File: config.mk
export PLATFORM = sky130hd
export DESIGN_NAME = hilo_ctrl
export DESIGN_NICKNAME = d
export VERILOG_FILES = /design/src/rtl/hilo_pkg.sv /design/src/rtl/hilo_ctrl.sv
export SDC_FILE = /design/constraint.sdc
export NUM_CORES = 1
export LEC_CHECK = 0
export ABC_AREA = 0
export BUFFER_PORTS_ARGS = -buffer_cell sky130_fd_sc_hd__buf_2
export CAP_MARGIN = 0
export CORE_MARGIN = 4
export CORE_UTILIZATION = 40
export CTS_BUF_LIST = sky130_fd_sc_hd__clkbuf_8
export DETAILED_ROUTE_END_ITERATION = 12
export PLACE_DENSITY_LB_ADDON = 0.12
export SKIP_CTS_REPAIR_TIMING = 1
export SYNTH_ARGS = -nofsm -noshare
export SYNTH_HDL_FRONTEND = slang
export SYNTH_SLANG_ARGS = --single-unit
File: constraint.sdc
create_clock -name clk -period 2.15 [get_ports clk]
set_input_delay 0.1075 -clock clk [delete_from_list [all_inputs] [get_ports clk]]
set_output_delay 0.1075 -clock clk [all_outputs]
set_load 0.1 [all_outputs]
File: src/rtl/hilo_pkg.sv
`default_nettype none
// ============================================================================
//  Module      : hilo_pkg
//  Description : Shared types and constants for the HI/LO sequencer:
//                operation encoding, FSM state encoding, default latencies.
//  Revision    : 1.0  initial release
// ============================================================================
package hilo_pkg;

    // Operation codes presented by the control unit (5..7 are ignored)
    typedef enum logic [2:0] {
        OP_NONE = 3'd0,
        OP_DIV  = 3'd1,
        OP_MULT = 3'd2,
        OP_MTHI = 3'd3,
        OP_MTLO = 3'd4
    } op_e;

    // Sequencer states
    typedef enum logic [1:0] {
        ST_IDLE    = 2'd0,
        ST_DIV_RUN = 2'd1,
        ST_MUL_RUN = 2'd2
    } state_e;

    // Default arithmetic-unit latencies (accepting edge to capture edge)
    localparam int DIV_LATENCY_DEF = 34;
    localparam int MUL_LATENCY_DEF = 33;

endpackage : hilo_pkg
`default_nettype wire

File: src/rtl/hilo_ctrl.sv
`default_nettype none
// ============================================================================
//  Module      : hilo_ctrl
//  Description : Launches the divider / multiplier, waits a fixed latency,
//                captures their high/low results into the architectural
//                HI/LO registers. Handles MTHI/MTLO, reports busy, a done
//                pulse and a divide-by-zero exception pulse.
//  Revision    : 1.0  initial release
// ============================================================================
module hilo_ctrl
    import hilo_pkg::*;
#(
    parameter int DIV_LATENCY = DIV_LATENCY_DEF,
    parameter int MUL_LATENCY = MUL_LATENCY_DEF,
    parameter int CNT_W       = 6
) (
    input  logic        clk,
    input  logic        rst,
    input  logic        op_valid,
    input  logic [2:0]  op,
    input  logic [31:0] wdata,
    input  logic [31:0] div_high,
    input  logic [31:0] div_low,
    input  logic        div_div0,
    input  logic [31:0] mul_high,
    input  logic [31:0] mul_low,
    output logic        div_start,
    output logic        mul_start,
    output logic [31:0] hi,
    output logic [31:0] lo,
    output logic        busy,
    output logic        done,
    output logic        div0_exc
);

    localparam logic [CNT_W-1:0] c_div_lat = CNT_W'(DIV_LATENCY);
    localparam logic [CNT_W-1:0] c_mul_lat = CNT_W'(MUL_LATENCY);
    localparam logic [CNT_W-1:0] c_cnt_one = CNT_W'(1);

    state_e           state_q, state_d;
    logic [CNT_W-1:0] cnt_q,   cnt_d;
    logic [31:0]      hi_q,    hi_d;
    logic [31:0]      lo_q,    lo_d;
    logic             done_q,  done_d;
    logic             div0_exc_q, div0_exc_d;

    // State, counter, HI/LO and pulse registers; asynchronous reset
    always_ff @(posedge clk or posedge rst) begin
        if (rst) begin
            state_q    <= ST_IDLE;
            cnt_q      <= '0;
            hi_q       <= '0;
            lo_q       <= '0;
            done_q     <= 1'b0;
            div0_exc_q <= 1'b0;
        end else begin
            state_q    <= state_d;
            cnt_q      <= cnt_d;
            hi_q       <= hi_d;
            lo_q       <= lo_d;
            done_q     <= done_d;
            div0_exc_q <= div0_exc_d;
        end
    end

    // Next-state, capture and start-pulse decode
    always_comb begin
        state_d    = state_q;
        cnt_d      = cnt_q;
        hi_d       = hi_q;
        lo_d       = lo_q;
        done_d     = 1'b0;
        div0_exc_d = 1'b0;
        div_start  = 1'b0;
        mul_start  = 1'b0;

        case (state_q)
            ST_IDLE: begin
                // Ops are only accepted here; anything presented while busy is dropped
                if (op_valid) begin
                    case (op)
                        OP_DIV: begin
                            if (div_div0) begin
                                // Divisor zero: reject, never start the divider
                                div0_exc_d = 1'b1;
                            end else begin
                                div_start = 1'b1;
                                state_d   = ST_DIV_RUN;
                                cnt_d     = c_cnt_one;
                            end
                        end
                        OP_MULT: begin
                            mul_start = 1'b1;
                            state_d   = ST_MUL_RUN;
                            cnt_d     = c_cnt_one;
                        end
                        OP_MTHI: hi_d = wdata;
                        OP_MTLO: lo_d = wdata;
                        default: ;
                    endcase
                end
            end

            ST_DIV_RUN: begin
                if (cnt_q == c_div_lat) begin
                    hi_d    = div_high;
                    lo_d    = div_low;
                    state_d = ST_IDLE;
                    cnt_d   = '0;
                    done_d  = 1'b1;
                end else begin
                    cnt_d = cnt_q + c_cnt_one;
                end
            end

            ST_MUL_RUN: begin
                if (cnt_q == c_mul_lat) begin
                    hi_d    = mul_high;
                    lo_d    = mul_low;
                    state_d = ST_IDLE;
                    cnt_d   = '0;
                    done_d  = 1'b1;
                end else begin
                    cnt_d = cnt_q + c_cnt_one;
                end
            end

            default: begin
                state_d = ST_IDLE;
                cnt_d   = '0;
            end
        endcase
    end

    assign hi       = hi_q;
    assign lo       = lo_q;
    assign busy     = (state_q != ST_IDLE);
    assign done     = done_q;
    assign div0_exc = div0_exc_q;

endmodule : hilo_ctrl
`default_nettype wire

## Word-level counts from Yosys, hierarchy flattened

Cells that the tools add are included.

- Reductions and logical operators: 7
- $add $sub $neg: 1
- Multiplexer cells: 36
- Equality and inequality tests: 15

Operator list:

| kind | count |
|---|---|
| 2-to-1 mux 32 bit | 8 |
| one-hot mux 32 bit (3 select lines) | 2 |
| 2-to-1 mux 6 bit | 4 |
| one-hot mux 6 bit (3 select lines) | 1 |
| AND reduction 5 bit | 3 |
| 2-to-1 mux 1 bit | 13 |
| equality test 6 bit (second input constant) | 2 |
| one-hot mux 6 bit (2 select lines) | 1 |
| 2-to-1 mux 2 bit | 4 |
| adder 6 x 1 -> 6 bit (second input constant) | 1 |
| equality test 3 x 2 -> 1 bit (second input constant) | 2 |
| inequality test 2 bit (second input constant) | 3 |
| one-hot mux 2 bit (3 select lines) | 1 |
| inequality test 2 x 1 -> 1 bit (second input constant) | 2 |
| one-hot mux 2 bit (2 select lines) | 1 |
| equality test 3 x 1 -> 1 bit (second input constant) | 1 |
| equality test 3 bit (second input constant) | 1 |
| inequality test 3 x 1 -> 1 bit (second input constant) | 1 |
| inequality test 3 bit (second input constant) | 1 |
| AND reduction 3 bit | 1 |
| nonzero test 3 bit | 1 |
| equality test 2 x 1 -> 1 bit (second input constant) | 1 |
| equality test 2 bit (second input constant) | 1 |
| logical NOT 2 bit | 1 |
| other kinds (2) | 2 |

- Word-level logic and storage cells: 65
- Input port bits: 167
- Register bits after elaboration: 74
- Output and inout bits: 69

## Longest topological paths before layout

- Depth after elaboration: 4
- Mapped depth: 8
- Depth with buffers taken out: 7

## Worst setup path before layout

OpenSTA, ideal clock, no wires.

- Path type: reg2out
- Start point: register state_q[0]
- End point: output port div_start
- Cell stages (with the launch flop): 5
- Arrival: 3.643 ns
- Path slack: -1.601 ns
- Buffers on the path: 0
- Required time: 2.043 ns
- Cell sequence: dfrtp_1 > inv_1 > ha_1 > nand2_1 > nor4_1

- Cells in the longest elaborated chain, start to end: 2

Ends and longest elaborated chain:

| element | line | source |
|---|---|---|
| start, declared | hilo_ctrl.sv:40 | `state_e state_q, state_d;` |
| start signal, assigned | hilo_ctrl.sv:57 | `state_q <= state_d;` |
| logical NOT 2 bit | hilo_ctrl.sv:77 | `case (state_q)` |
| 2-to-1 mux 1 bit | hilo_ctrl.sv:77 |  |
| end, declared | hilo_ctrl.sv:27 | `output logic div_start,` |

No other way between the ends.

## Worst setup path in the final report

- Start point: register cnt_q[4]
- End point: register lo_q[29] (netlist: lo[29])

- Cells in the longest elaborated chain, start to end: 3
- Elaborated cells on any way between the ends: 5
- Those cells by class: eq/ne: 4; reduce/logical: 1

Ends and longest elaborated chain:

| element | line | source |
|---|---|---|
| start, declared | hilo_ctrl.sv:41 | `logic [CNT_W-1:0] cnt_q, cnt_d;` |
| start signal, assigned | hilo_ctrl.sv:58 | `cnt_q <= cnt_d;` |
| equality test 6 bit (on tied branches) | hilo_ctrl.sv:117, hilo_ctrl.sv:105 |  |
| inequality test 2 bit (no line) | n/a |  |
| AND reduction 5 bit (no line) (*) | n/a |  |
| end signal, assigned | hilo_ctrl.sv:60 | `lo_q <= lo_d;` |
| end, declared | hilo_ctrl.sv:43 | `logic [31:0] lo_q, lo_d;` |

Mark *: on every way between the ends. The rest lies on a longest branch, timed or not.
A chain may end at the register's enable or synchronous reset.

==> key figures <==
STA
  • Final Hold Viols: 0
  • Slew HR: about three fifths
  • Final worst path period share: about 95%
  • Setup TNS Final: 0 ps
  • Worst hold slack: ~18 ps
  • Peak Freq: 491 MHz
  • Min cycle time layout: ~2000 ps
  • RSZ-0062 raised after global routing: false
  • Worst-case clock skew: just over 10 ps
  • Max Slew Vio Count: 0
  • # setup viols final: 0
  • Least-Margin Pin Slew: 611 ps

Yosys
  • Number of synthesized register bits: between 70 and 80
  • Syn_nets: roughly 570
  • Main synth FF type: dfrtp_1
  • Synth Instances: 400
  • Count of cell types in the netlist: 33
  • Largest area contributor in the netlist: dfrtp_1
  • Post-synth EDFFs: 0
  • Top cells by area, synth: dfrtp_1 (45%), mux2_1 (18%), a22oi_1 (12%)
  • YS warnings: 0
  • Share of the synthesized area in the top cell type: between 40% and 50%
  • Synthesized area: 4160 um2
  • FFs w/ async S/R, synth: 100%
  • Register area share after synthesis: 44.6%
  • Syn_area_per_cell: around 10 um2

Global routing
  • Global-route wire length before repair: roughly 19000 um
  • Initial antenna violation count: 0
  • Largest net degree at the start of global routing: 98
  • Vias in the first global route: 3884
  • GR Overflow Total: 0
  • Gr usage total: approximately a fifth

Layout
  • Multi-input logic area: between 2000 and 2500 um2
  • Final-layout fill cell count: about 900
  • Commonest non-fill, non-tap cells in the layout: buf_2 (235), dfrtp_1 (73), a21oi_1 (70)
  • Share of cells above drive strength 1: 44.5%
  • Layout net count: about 810
  • Reg area: approximately 1900 um2
  • Synth-to-Final Area Change: 39.5%
  • Commonest non-fill, non-tap cell in the layout: buf_2
  • ANT cells: 0

Drt
  • Vias: roughly 4000
  • Via density: a little over 5
  • DRT Pass-1 Iters: 4
  • Final ANT Viol Nets: 0
  • WL/cell: 16.1 um
  • Residual DRC: 0
  • Drt total wl: between 10000 and 15000 um
  • Detailed Route Iter0 Violations: 205

Worst setup path
  • FF-to-FF Start: cnt_q[4]
  • Worst-path fanout max: 12
  • Critical path arrival: 2270 ps
  • CP endpoint: lo[29]
  • R2R Path End: lo[29]
  • Worst path max stage delay: roughly 440 ps
  • Worst Path Required: between 2000 and 2500 ps
  • Crit path launch: cnt_q[4]
  • Worst setup path category: register to register
  • Worst R2R Path Depth: 6
  • Worst R2R Setup Slack: 110 ps
  • Crit. End Element: register
  • Worst-path cell chain: nor4b_4 -> nand2_2 -> a22o_4 -> nor2_8 -> clkbuf_16 -> mux2_1
  • Critical path launch point type: register
  • Crit-path slowest cell: dfrtp_1

Clocking
  • Root Buffer: clkbuf_8
  • CTS tree: built
  • Clock latency on the worst-skew pair: roughly 350 ps
  • Max clock buf depth: 2
  • TritonCTS Buffers: 9
  • H-tree depth: 3
  • Reg clk slew, reported paths: around 70 ps
  • CTS sink count: 74

Placed design
  • # port buffers: about 240
  • Gpl congestion: 0.771
  • Hpwl dp: 9480 um

Die
  • Die width: around 110 um
  • Die area: 12100 um2
  • Initial Util: 41.7%
  • Site Rows: 36
  • I/O pin cnt: around 240
  • Die Ht: about 110 um
  • Std-Cell Core Area: between 9000 and 10000 um2

Status
  • Outcome: complete, no violations

Min path
  • Worst min path class: input port to register
  • Hold Path Depth: 3

Flow run
  • Maxcap violations: 0
routing by layer:
layer	GRT usage (%)	part of all wire [%]
met5	0	0
met4	6.32	1.2
met2	34.7	50
met1	23.8	40
met3	5.17	8.7
logic make-up after synthesis:
kind of cell	Yosys count	synth area share [%]
buffers and inverters	41	4.79
AND/OR/NAND/NOR	67	8.43
flip-flops	74	44.6
adder cells (fa/ha/maj)	7	2.11
AO/OA/AOI/OAI	145	22.3
multiplexers	66	17.9
stage by stage:
step / setup WS [ps] / std cells / utilization [%] / area [um2]
global route: 4.47 / 771 / 58.2 / 5800
detailed placement: 94.2 / 753 / 55.7 / 5540
floorplan: -30.1 / 400 / - / 4200
global placement: 171 / 753 / 55.7 / 5540
CTS: 72.1 / 768 / 57.7 / 5750
finish: 112 / 771 / 58.2 / 5800
sequential cells by signal, indices dropped and copies added, names as in the netlist:
| register | flops |
|---|---|
| done | 1 |
| cnt_q | 6 |
| div0_exc | 1 |
| hi | 32 |
| state_q | 2 |
| lo | 32 |
worst min-delay path by stage:
stage	startpoint	end	slack [ps]
global placement	rst	lo[12]	240
floorplan	op[1]	div0_exc	180
CTS	rst	lo[14]	-130
finish	div_div0	div0_exc	20
detailed placement	rst	lo[14]	250
global route	div_div0	div0_exc	10
synth_stat cells (2+ instances only):
library cell / count
nand3_1: 2
nor2_1: 37
mux2_1: 65
nand2_1: 10
nor3_1: 2
dfrtp_1: 74
nor4_1: 2
nor2_8: 2
a22oi_1: 65
a21o_1: 3
nor3b_1: 2
buf_1: 2
or3_1: 2
inv_1: 9
clkbuf_1: 24
ha_1: 7
a21oi_1: 70
nor2b_1: 2
buf_6: 6
worst max-delay path, delay by kind of cell (launching register included):
kind	cells	cell delay, ps
AO/OA/AOI/OAI	1	310
AND/OR/NAND/NOR	3	640
flip-flops	1	440
multiplexers	1	320
buffers and inverters	1	200
area by class of cell:
cell class	count	share of cell area, %
sequential	74	32.0
multi-input combinational	285	37.1
inverter	9	0.648
clock inverter	6	1.45
tap	133	2.87
clock buffer	9	2.14
timing repair buffer	255	23.9
Power is left out: the tool's default activity adds up to more than one toggle a clock period on the data nets, which glitch-free logic cannot reach.
